--- src/rtl/alu_pkg.sv ---
// Shared opcodes, widths and the FuncOp decode used by the ALU operand stage.
package alu_pkg;
    localparam int WORD_W = 24;
    localparam int REG_AW = 4;

    localparam logic [2:0] FUNC_ADD = 3'd0;
    localparam logic [2:0] FUNC_SUB = 3'd1;
    localparam logic [2:0] FUNC_AND = 3'd2;
    localparam logic [2:0] FUNC_OR  = 3'd3;
    localparam logic [2:0] FUNC_NOR = 3'd4;
    localparam logic [2:0] FUNC_SLT = 3'd5;

    localparam logic [2:0] ALU_AND = 3'b000;
    localparam logic [2:0] ALU_OR  = 3'b001;
    localparam logic [2:0] ALU_ADD = 3'b010;
    localparam logic [2:0] ALU_SLT = 3'b011;

    typedef logic [WORD_W-1:0] word_t;

    typedef struct packed {
        logic       ainv;
        logic       bneg;
        logic [2:0] op;
        logic       legal;
    } dec_t;

    typedef struct packed {
        word_t             a;
        word_t             b;
        logic              ainv;
        logic              bneg;
        logic [2:0]        op;
        logic [REG_AW-1:0] rd;
    } out_t;

    // NOR is built as ~A & ~B, so it reuses the AND path with both inverts.
    function automatic dec_t decode(input logic [2:0] f);
        dec_t d;
        d = '{ainv: 1'b0, bneg: 1'b0, op: ALU_AND, legal: 1'b1};
        case (f)
            FUNC_ADD: d.op = ALU_ADD;
            FUNC_SUB: begin d.bneg = 1'b1; d.op = ALU_ADD; end
            FUNC_AND: d.op = ALU_AND;
            FUNC_OR:  d.op = ALU_OR;
            FUNC_NOR: begin d.ainv = 1'b1; d.bneg = 1'b1; d.op = ALU_AND; end
            FUNC_SLT: begin d.bneg = 1'b1; d.op = ALU_SLT; end
            default:  d.legal = 1'b0;
        endcase
        return d;
    endfunction
endpackage

--- src/rtl/reg_file_16x24.sv ---
// Register file: synchronous write, two asynchronous reads, R0 hardwired to zero.
module reg_file_16x24
    import alu_pkg::*;
#(
    parameter int NREGS = 16
) (
    input  logic              clk,
    input  logic              rst,
    input  logic              we,
    input  logic [REG_AW-1:0] waddr,
    input  word_t             wdata,
    input  logic [REG_AW-1:0] raddr_a,
    input  logic [REG_AW-1:0] raddr_b,
    output word_t             rdata_a,
    output word_t             rdata_b
);
    logic [NREGS-1:0][WORD_W-1:0] mem;

    always_ff @(posedge clk) begin
        if (rst) begin
            mem <= '0;
        end else if (we && waddr != '0) begin
            mem[waddr] <= wdata;
        end
    end

    assign rdata_a = (raddr_a == '0) ? '0 : mem[raddr_a];
    assign rdata_b = (raddr_b == '0) ? '0 : mem[raddr_b];
endmodule

--- src/rtl/alu_operand_stage.sv ---
// Issue stage ahead of the ALU: decode, register read with Ex/WB bypass,
// and a single registered output slot on a valid/ready handshake.
module alu_operand_stage
    import alu_pkg::*;
#(
    parameter int NREGS = 16,
    parameter int IMM_W = 12
) (
    input  logic              Clock,
    input  logic              Reset,
    input  logic              InValid,
    output logic              InReady,
    input  logic [2:0]        FuncOp,
    input  logic [REG_AW-1:0] Rs,
    input  logic [REG_AW-1:0] Rt,
    input  logic [REG_AW-1:0] Rd,
    input  logic [IMM_W-1:0]  Imm,
    input  logic              UseImm,
    output logic              OutValid,
    input  logic              OutReady,
    output word_t             A,
    output word_t             B,
    output logic              AInvert,
    output logic              BNegate,
    output logic [2:0]        ALUOp,
    output logic [REG_AW-1:0] OutRd,
    input  word_t             ExResult,
    input  logic              WbEn,
    input  logic [REG_AW-1:0] WbAddr,
    input  word_t             WbData,
    output logic              IllegalOp
);
    logic  out_valid, illegal_q, in_ready, accept, leaving;
    out_t  out_q;
    dec_t  dec;
    word_t rf_a, rf_b, opa, opb, imm_ext;

    reg_file_16x24 #(.NREGS(NREGS)) u_rf (
        .clk     (Clock),
        .rst     (Reset),
        .we      (WbEn),
        .waddr   (WbAddr),
        .wdata   (WbData),
        .raddr_a (Rs),
        .raddr_b (Rt),
        .rdata_a (rf_a),
        .rdata_b (rf_b)
    );

    assign in_ready = ~out_valid | OutReady;
    assign accept   = InValid & in_ready;
    assign leaving  = out_valid & OutReady;
    assign imm_ext  = {{(WORD_W-IMM_W){Imm[IMM_W-1]}}, Imm};

    // The instruction leaving this cycle is younger than anything in WB, so it wins.
    function automatic word_t bypass(input logic [REG_AW-1:0] r, input word_t rf);
        if (r == '0)                      return '0;
        if (leaving && out_q.rd == r)     return ExResult;
        if (WbEn && WbAddr == r)          return WbData;
        return rf;
    endfunction

    always_comb begin
        dec = decode(FuncOp);
        opa = bypass(Rs, rf_a);
        opb = UseImm ? imm_ext : bypass(Rt, rf_b);
    end

    always_ff @(posedge Clock) begin
        if (Reset) begin
            out_valid  <= 1'b0;
            illegal_q  <= 1'b0;
            out_q.a    <= '0;
            out_q.b    <= '0;
            out_q.ainv <= 1'b0;
            out_q.bneg <= 1'b0;
            out_q.op   <= ALU_AND;
            out_q.rd   <= '0;
        end else begin
            illegal_q <= accept & ~dec.legal;
            if (accept) begin
                out_valid <= dec.legal;
                if (dec.legal) begin
                    out_q.a    <= opa;
                    out_q.b    <= opb;
                    out_q.ainv <= dec.ainv;
                    out_q.bneg <= dec.bneg;
                    out_q.op   <= dec.op;
                    out_q.rd   <= Rd;
                end
            end else if (OutReady) begin
                out_valid <= 1'b0;
            end
        end
    end

    assign InReady   = in_ready;
    assign OutValid  = out_valid;
    assign IllegalOp = illegal_q;
    assign A         = out_q.a;
    assign B         = out_q.b;
    assign AInvert   = out_q.ainv;
    assign BNegate   = out_q.bneg;
    assign ALUOp     = out_q.op;
    assign OutRd     = out_q.rd;
endmodule

--- config.mk ---
export PLATFORM = sky130hd
export DESIGN_NAME = alu_operand_stage
export DESIGN_NICKNAME = d
export VERILOG_FILES = /design/src/rtl/alu_pkg.sv /design/src/rtl/reg_file_16x24.sv /design/src/rtl/alu_operand_stage.sv
export SDC_FILE = /design/constraint.sdc
export NUM_CORES = 1
export LEC_CHECK = 0
export CORE_UTILIZATION = 50
export CTS_CLUSTER_DIAMETER = 50
export DETAILED_ROUTE_END_ITERATION = 8
export GPL_TIMING_DRIVEN = 0
export PLACE_DENSITY_LB_ADDON = 0.1
export SYNTH_ARGS = -nofsm -noshare
export SYNTH_HDL_FRONTEND = slang
export SYNTH_HIERARCHICAL = 1
export SYNTH_SLANG_ARGS = --single-unit
--- constraint.sdc ---
create_clock -name Clock -period 2 [get_ports Clock]
set_clock_uncertainty 0.15 [all_clocks]
set_input_delay 0.2 -clock Clock [delete_from_list [all_inputs] [get_ports Clock]]
set_output_delay 0.2 -clock Clock [all_outputs]
set_load 0.005 [all_outputs]
Yosys cells after proc, flatten, opt, wreduce, memory -nomap -nowiden
Index checks and enable logic that the tools add are counted.
{ "classes": {"n_reduce_logical": 15, "n_lt_le_gt_ge": 4, "n_eq_ne": 9, "bitwise_logic": 6, "muxes": 40} }
{ "op_table": {"columns": ["cell", "n"], "rows": [
  ["2-to-1 mux 24 bit", 18],
  ["bitwise mux 384 bit", 1],
  ["binary-select mux 24 bit (select 4 bit)", 2],
  ["demux 24 bit (select 4 bit)", 1],
  ["2-to-1 mux 1 bit", 17],
  ["equality test 4 bit", 4],
  ["< comparator 4 x 5 -> 1 bit, second input constant", 3],
  ["zero test 4 bit", 2],
  ["equality test 3 x 2 -> 1 bit, second input constant", 2],
  ["equality test 3 bit, second input constant", 2],
  ["logical AND 1 bit", 6],
  ["one-hot mux 2 bit (3 select lines)", 1],
  ["OR reduction 6 bit", 1],
  ["greater-or-equal comparator 4 x 1 -> 1 bit, second input constant", 1],
  ["nonzero test 4 bit", 1],
  ["bitwise AND 1 bit", 3],
  ["equality test 3 x 1 -> 1 bit, second input constant", 1],
  ["zero test 3 bit", 1],
  ["OR reduction 3 bit", 1],
  ["inverter 1 bit", 2],
  ["AND reduction 2 bit", 1],
  ["nonzero test 2 bit", 1],
  ["OR reduction 2 bit", 1],
  ["bitwise OR 1 bit", 1]
]} }
{ "word_totals": {"word_cells": 98, "regBits": 443, "out_inout_bits": 60, "in_bits": 85} }

Longest topological paths before layout
Gate-level depths: netlist of the first run.
{ "logic_depth": {"ltp_word": 10, "ltp_mapped": 9, "depth_no_buf": 5} }

By module
The synthesis of the first run kept the hierarchy.
{ "modules_own_cells": {"columns": ["mod", "seq_area_each_um2", "n_inst", "cells_each", "area_each_um2"], "rows": [
  ["reg_file_16x24", 7226.9, 1, 2152, 19065.8],
  ["alu_operand_stage", 1161.1, 1, 340, 3096.7]
]} }

Worst setup path before layout of the first run
OpenSTA, ideal clock, no wires.
{ "synth_timing": {"path_kind": "input to register", "start": "input Rt[0]", "end": "register out_q, in the netlist B[11]", "path_buffers": 3, "cell_stages": 8, "required_ns": 1.736, "setup_slack_ns": 0.099, "t_arrival_ns": 1.637, "cell_sequence": "buf_4 -> buf_4 -> nor2b_1 -> buf_4 -> a221oi_1 -> nor3_1 -> mux2i_1 -> a2111oi_0"} }
{ "synth_via": {"word_cells_on_any_way": 20} }
{ "synth_rtl": {"columns": ["element", "line_no", "rtl"], "rows": [
  ["from (decl)", "alu_operand_stage.sv:15", "input logic [REG_AW-1:0] Rt,"],
  ["binary-select mux 24 bit (select 4 bit)", "reg_file_16x24.sv:28", "assign rdata_b = (raddr_b == '0) ? '0 : mem[raddr_b];"],
  ["2-to-1 mux 24 bit (implied by the code)", "reg_file_16x24.sv:28", null],
  ["2-to-1 mux 24 bit *", "reg_file_16x24.sv:28", null],
  ["via rf_b[11]", "alu_operand_stage.sv:36", "word_t rf_a, rf_b, opa, opb, imm_ext;"],
  ["2-to-1 mux 24 bit *", "alu_operand_stage.sv:60", "return rf;"],
  ["2-to-1 mux 24 bit *", "alu_operand_stage.sv:59", "if (WbEn && WbAddr == r) return WbData;"],
  ["2-to-1 mux 24 bit *", "alu_operand_stage.sv:58", "if (leaving && out_q.rd == r) return ExResult;"],
  ["2-to-1 mux 24 bit *", "alu_operand_stage.sv:66", "opb = UseImm ? imm_ext : bypass(Rt, rf_b);"],
  ["to (decl)", "alu_operand_stage.sv:34", "out_t out_q;"]
]} }
The timed path passes the listed nets; every way through them passes the cells marked *. The select of a mux whose other input is x is not followed.
A chain may end at the register's enable or synchronous reset.

Worst setup path after layout of the first run
{ "layout_timing": {"start": "input WbData[18]", "end": "register u_rf/mem[210] (netlist bit)"} }
{ "layout_via": {"elab_chain_len": 1} }
{ "layout_rtl": {"columns": ["element", "line_no", "rtl"], "rows": [
  ["from (decl)", "alu_operand_stage.sv:30", "input word_t WbData,"],
  ["bitwise mux 384 bit", "reg_file_16x24.sv:23", "mem[waddr] <= wdata;"],
  ["to (signal, indexed assignment)", "reg_file_16x24.sv:23", null],
  ["to (decl)", "reg_file_16x24.sv:17", "logic [NREGS-1:0][WORD_W-1:0] mem;"]
]} }
No other way between the ends.

==> results_dict.tcl, run 1 <==
set metrics [dict create \
    cts_tree "done" \
    dp_hpwl_mm 78.99 \
    io_pins 145 \
    drt-total-wl_mm 107.2 \
    ctsHoldBuffers 0 \
    r2r-end "A[2]$_SDFFE_PP0P_" \
    core_area_sq_mm 0.04336 \
    gr-usage-all-layers 0.4730 \
    relSlewSlack 0.1138 \
    wl_per_cell_um 32.32 \
    grt_pass1_vias 21920 \
    die_w_um 212.5 \
    drt_iter0_drc 3990 \
    htree_levels 2 \
    routed_via_density 7.120 \
    crit_path_start_kind "input pin" \
    place.gp.congestion 1.055 \
    antenna_found_initial 1 \
    numCtsBuffers 51 \
    hold_ws_ns 0.01071 \
    rsz0062_at_grt "true" \
    ys_warn_count 6 \
    grt_max_degree 14 \
    synthesis.nets 2577 \
    drive_gt1_frac 0.1970 \
    synth_area_per_cell_sq_um 8.893 \
    fin_ws_ns -0.08177 \
    finalCritPeriodShare 1.041 \
    grt_overflow 0 \
    ys_top_cells_by_area "dfxtp_1, mux4_2, a21oi_1" \
    dr.pass1.iters 8 \
    r2r-start "u_rf/mem[26]$_SDFFE_PP0P_" \
    r2r_setup_slack_ns -0.04 \
    violations "setup timing" \
    yosysSeqAreaShare 0.3785 \
    irDropWorstVdd_v 0.0005965 \
    status "finished, violations left" \
    port_buffers 143 \
    syn_to_final_growth_pct 22.87 \
    cp.required_ns 2.38 \
    total_power_mw 21.39 \
    setup_tns_ns -1.094 \
    die_y_um 212.5 \
    synth_top_area_cell "dfxtp_1" \
    root_buffer "clkbuf_16" \
    timing.fmax_mhz 480.4 \
    route.detailed.drc 0 \
    finalNetCount 2780 \
    async_reset_ff_frac 0 \
    maxCapViolCount 0 \
    synth_top_cell_area_share 0.3785 \
    hold_path.class "in -> reg" \
    whs_endpoint "OutRd[2]$_SDFFE_PP0P_" \
    leakagePower_nw 8.917 \
    grt_pass1_wl_mm 152.2 \
    path_max_fanout 10 \
    cts.sinks 419 \
    yosysUniqueCellTypes 55 \
    power_density_mw_per_mm2 785.4 \
    ff2ff_path_depth 5 \
    final_area_sq_mm 0.02723 \
    clock_latency_ns 0.62 \
    ant_nets 0 \
    endpoint_kind "flop" \
    synthCells 2492 \
    netlist_area_sq_mm 0.02216 \
    cp-startpoint "WbData[18]" \
    path_class "in -> reg" \
    synth_edf_count 0 \
    ys_ff_latch 419 \
    die-area_sq_mm 0.04517 \
    cts_buffer_depth 3 \
    worst_pin_slew_ns 1.329 \
    dpl_cell_area_sq_mm 0.02433 \
    clkTransAtPathRegs_ns 0.06 \
    rows 76 \
    period_needed_ns 2.082 \
    initial_core_util 0.5111 \
    holdPathStages 3 \
    hold_start "Rd[2]" \
    final-setup-viol-count 50 \
    cp.arrival_ns 2.46 \
    slew_violations 0 \
    synth_flop_cell "dfxtp_1" \
    hold_violations 0 \
    vias 23610 \
    diodes 0 \
]
[registers in the layout (all words and copies together) (netlist names)]
signal,count
ALUOp,2
u_rf/mem,361
AInvert,1
OutRd,4
BNegate,1
B,24
A,24
OutValid,1
IllegalOp,1
[cell usage after synthesis, types with 4 or more instances]
cell type / n
nand3_1: 367
xor2_1: 8
o221ai_1: 11
dfxtp_1: 419
nor2_1: 80
nor2b_1: 7
o21ai_1: 11
buf_2: 75
buf_4: 10
a21oi_1: 378
and3_1: 13
a32oi_1: 25
xnor2_1: 6
nand2_1: 29
mux4_1: 6
inv_1: 5
a221oi_1: 47
o22ai_1: 47
mux4_2: 138
nand3b_1: 4
mux2_2: 48
clkbuf_1: 223
o21ai_0: 375
buf_1: 5
a2111oi_0: 4
nor3_1: 48
buf_6: 4
mux2i_1: 48
a2111oi_2: 9
nand2b_1: 10
[worst max-delay path, stage by stage]
cell and delay [ns]:
clkdlybuf4s50_1 0.93, clkbuf_1 0.93, nand3_1 0.20, a21oi_1 0.18
[area by class of cell]
| class | count | area [sq um] |
|---|---|---|
| buffer | 314 | 1688 |
| clock inverter | 14 | 220.2 |
| inverter | 6 | 22.52 |
| fill | 3746 | 16130 |
| sequential | 419 | 8393 |
| clock buffer | 75 | 1448 |
| tap | 585 | 732.0 |
| timing repair buffer | 155 | 1500 |
| multi-input combinational | 1748 | 13230 |
[what timing repair did]
| action | in CTS | in global routing |
|---|---|---|
| gates resized for setup | 225 | 123 |
| endpoints found under the setup margin | 372 | 182 |
| hold endpoints to repair | 0 | 0 |
| buffers inserted | 9 | 3 |
| pin swaps | 3 | 11 |
[metrics by stage]
step	instances	utilization	worst slack, ns
after floorplan	2492	-	0.09870
after global placement	3220	0.5610	-1.754
after detailed placement	3220	0.5610	-1.765
after CTS	3314	0.6219	-0.001699
after global routing	3316	0.6280	-0.08002
final	3316	0.6280	-0.08177
[power by group]
part           leakage (nW)  switching (mW)  internal [mW]
combinational          4.72            2.23           1.08
clock                 0.810            3.80           5.63
sequential             3.39           0.133           8.52
total                  8.92            6.16           15.2
[worst max path at each step]
stage	endpoint	slack, ns	cells past startpoint
floorplan	B[11]$_SDFFE_PP0P_	0.1	8
global placement	B[14]$_SDFFE_PP0P_	-1.75	8
detailed placement	B[14]$_SDFFE_PP0P_	-1.77	8
CTS	B[14]$_SDFFE_PP0P_	-0.002	9
global route	u_rf/mem[376]$_SDFFE_PP0P_	-0.08	5
finish	u_rf/mem[210]$_SDFFE_PP0P_	-0.08	4
[cells by family after synthesis]
family	after synthesis	synth area share
other	1	0.0001692
xor gates and xnor gates	14	0.005533
and+or+nand+nor	575	0.1283
DFF	419	0.3785
AOI/OAI and AO/OA	918	0.2305
muxes	240	0.1934
buffers and inverters	325	0.06357
[metal layers]
metal | GRT usage | wire length [um] | up-vias
met5 | 0 | 9 | -
met3 | 0.1318 | 13970 | 404
met1 | 0.5863 | 38660 | 11410
met2 | 0.6875 | 45100 | 1940
met4 | 0.3840 | 9446 | 2
li1 | - | - | 9854
[cell usage in the layout (no fill, tap or decap), types with 10 or more instances in the layout]
cell / netlist / routed
o22ai_4: 0 / 11
clkbuf_2: 0 / 33
clkbuf_1: 223 / 185
and3_1: 13 / 13
clkdlybuf4s50_1: 0 / 129
mux2_2: 48 / 47
a221oi_1: 47 / 12
o22ai_2: 0 / 28
nor3_1: 48 / 45
nor2_1: 80 / 76
buf_2: 75 / 51
o21ai_0: 375 / 374
a221oi_4: 0 / 17
dfxtp_1: 419 / 415
a221oi_2: 0 / 18
o21ai_1: 11 / 12
nand3_1: 367 / 367
a21oi_1: 378 / 378
nand2_1: 29 / 29
mux2i_1: 48 / 39
buf_4: 10 / 32
clkbuf_8: 0 / 10
a32oi_1: 25 / 25
mux4_2: 138 / 138
a2111oi_2: 9 / 11
buf_6: 4 / 17
o221ai_1: 11 / 11
clkbuf_16: 0 / 52
No activity file was read; power rests on OpenSTA's default activity.
==> run 2: changes to the inputs <==
--- a/config.mk
+++ b/config.mk
@@ -9,6 +9,7 @@
 export CTS_CLUSTER_DIAMETER = 50
 export DETAILED_ROUTE_END_ITERATION = 8
 export GPL_TIMING_DRIVEN = 0
+export HOLD_SLACK_MARGIN = 0.06
 export PLACE_DENSITY_LB_ADDON = 0.1
 export SYNTH_ARGS = -nofsm -noshare
 export SYNTH_HDL_FRONTEND = slang
==> run 2 against run 1 <==
Effect of this change: the run still ends with setup timing left; via count about the same; final cell count increased by 0.15%; count of clock-buffer cells in the layout unchanged; sequential share of layout area decreased by 0.080 points; sequential power about the same; global-route usage increased by 0.077 points; maximum frequency about the same; critical endpoint is now u_rf/mem[177]$_SDFFE_PP0P_.
==> results_dict.tcl, run 2 (same netlist as run 1, synthesis figures left out) <==
set metrics [dict create \
    drt-total-wl_mm 107.4 \
    total_power_mw 21.41 \
    setup_tns_ns -1.442 \
    wl_per_cell_um 32.34 \
    cp.arrival_ns 2.47 \
    hold_violations 0 \
    core_area_sq_mm 0.04336 \
    holdPathStages 3 \
    htree_levels 2 \
    crit_path_start_kind "input pin" \
    layout_commonest_cell "dfxtp_1" \
    status "finished, violations left" \
    worst_pin_slew_ns 1.351 \
    mostFrequentLayoutCells "dfxtp_1, a21oi_1, o21ai_0" \
    irDropWorstVdd_v 0.0005962 \
    largest_register "u_rf/mem" \
    power_density_mw_per_mm2 784.0 \
    final-setup-viol-count 71 \
    dr.pass1.iters 6 \
    initial_core_util 0.5111 \
    hold_path.class "in -> reg" \
    ff2ff_path_depth 5 \
    slew_violations 0 \
    antenna_found_initial 1 \
    maxCapViolCount 0 \
    syn_to_final_growth_pct 23.19 \
    num-fill-cells 3742 \
    grtUsageMet3 0.1334 \
    grt.met1_usage 0.5855 \
    grt_use_met2 0.6951 \
    path_max_fanout 10 \
    vias 23630 \
    cp.required_ns 2.38 \
    power_switching_mw 6.170 \
    route.detailed.drc 0 \
    drt_iter0_drc 3614 \
    drive_gt1_frac 0.1978 \
    p_int_mw 15.24 \
    violations "setup timing" \
    swShare 0.2882 \
    comb_power_share 0.155 \
    numCtsBuffers 51 \
    fin_ws_ns -0.08342 \
    p_seq_frac 0.404 \
    clkTransAtPathRegs_ns 0.06 \
    period_needed_ns 2.083 \
    stdcell_count 3321 \
    endpoint_kind "flop" \
    finalCritPeriodShare 1.042 \
    busiest_layer "met2" \
    relSlewSlack 0.09909 \
    dp_hpwl_mm 78.99 \
    rsz0062_at_grt "true" \
    path_class "in -> reg" \
    grt_pass1_wl_mm 152.4 \
    die_y_um 212.5 \
    routed_via_density 7.116 \
    leakagePower_nw 8.943 \
    rows 76 \
    cts_buffer_depth 3 \
    regArea_sq_mm 0.008393 \
    grt_overflow 0 \
    die_w_um 212.5 \
    multiInputGateArea_sq_mm 0.01325 \
    finalNetCount 2784 \
    grt_max_degree 14 \
    gr-usage-all-layers 0.4738 \
    p_clk_frac 0.441 \
    io_pins 145 \
    cts_tree "done" \
    port_buffers 143 \
    root_buffer "clkbuf_16" \
    largest_reg_flops 361 \
    ant_nets 0 \
    die-area_sq_mm 0.04517 \
    place.gp.congestion 1.055 \
    clock_latency_ns 0.62 \
    timing.fmax_mhz 480.0 \
    place_inst 3220 \
    cts.sinks 419 \
    grt_pass1_vias 21990 \
]
run 2: changes by cell type in the layout (fill, tap and decap cells not counted), sizes merged:
cell         change
dlygate4sd3      +4
buf              -1
diode            +1
clkbuf           +1
run 2: cell type report:
type                       instances  share of cell area
antenna                            1          0.00009165
clock buffer                      75             0.05302
tap                              585             0.02681
multi-input combinational       1748              0.4854
sequential                       419              0.3074
clock inverter                    14            0.008066
buffer                           314             0.06196
inverter                           6           0.0008249
timing repair buffer             159             0.05641
run 2: path summary, 6_finish.rpt:
| path | slack (ns) | start | to |
|---|---|---|---|
| max | -0.08 | WbData[9] | u_rf/mem[177]$_SDFFE_PP0P_ |
| min | 0.1 | ExResult[0] | B[0]$_SDFFE_PP0P_ |
| max reg2reg | -0.04 | u_rf/mem[240]$_SDFFE_PP0P_ | B[0]$_SDFFE_PP0P_ |
| min reg2reg | 0.30 | ALUOp[0]$_SDFFE_PP0P_ | ALUOp[0]$_SDFFE_PP0P_ |
run 2: power groups by stage:
stage	registers [mW]	clock network [mW]	logic (mW)
after floorplan	8.78	0	1.46
after global placement	8.81	0	2.84
after detailed placement	8.82	0	2.87
after CTS	8.64	9.43	3.07
after global routing	8.66	9.78	3.37
final	8.65	9.44	3.31
run 2: timing repair:
action / CTS / global route
pin swaps: 3 / 10
endpoints found under the hold margin: 4 / 0
setup endpoints to repair: 372 / 163
gates resized for setup: 225 / 125
setup buffers: 9 / 3
hold buffers: 4 / 0
run 2: per-layer routing:
metal / share of wire / vias to the layer above
met5: 0.000084 / -
met4: 0.091 / 2
met3: 0.13 / 440
met2: 0.42 / 1883
met1: 0.36 / 11450
li1: - / 9857
run 2: critical path: stages:
cell,delay [ns]
clkdlybuf4s50_1,0.81
clkbuf_1,1.03
nand3_1,0.21
a21oi_1,0.19
run 2: stage by stage:
| stage | instance area, sq um | hold slack [ns] | utilization | setup slack, ns |
|---|---|---|---|---|
| final | 27300 | 0.09777 | 0.6296 | -0.08342 |
| after global routing | 27300 | 0.1298 | 0.6296 | -0.06901 |
| after CTS | 27010 | 0.08550 | 0.6228 | -0.001699 |
| after detailed placement | 24330 | 0.2978 | 0.5610 | -1.765 |
| after global placement | 24330 | 0.2949 | 0.5610 | -1.754 |
| after floorplan | 22160 | 0.1660 | - | 0.09870 |
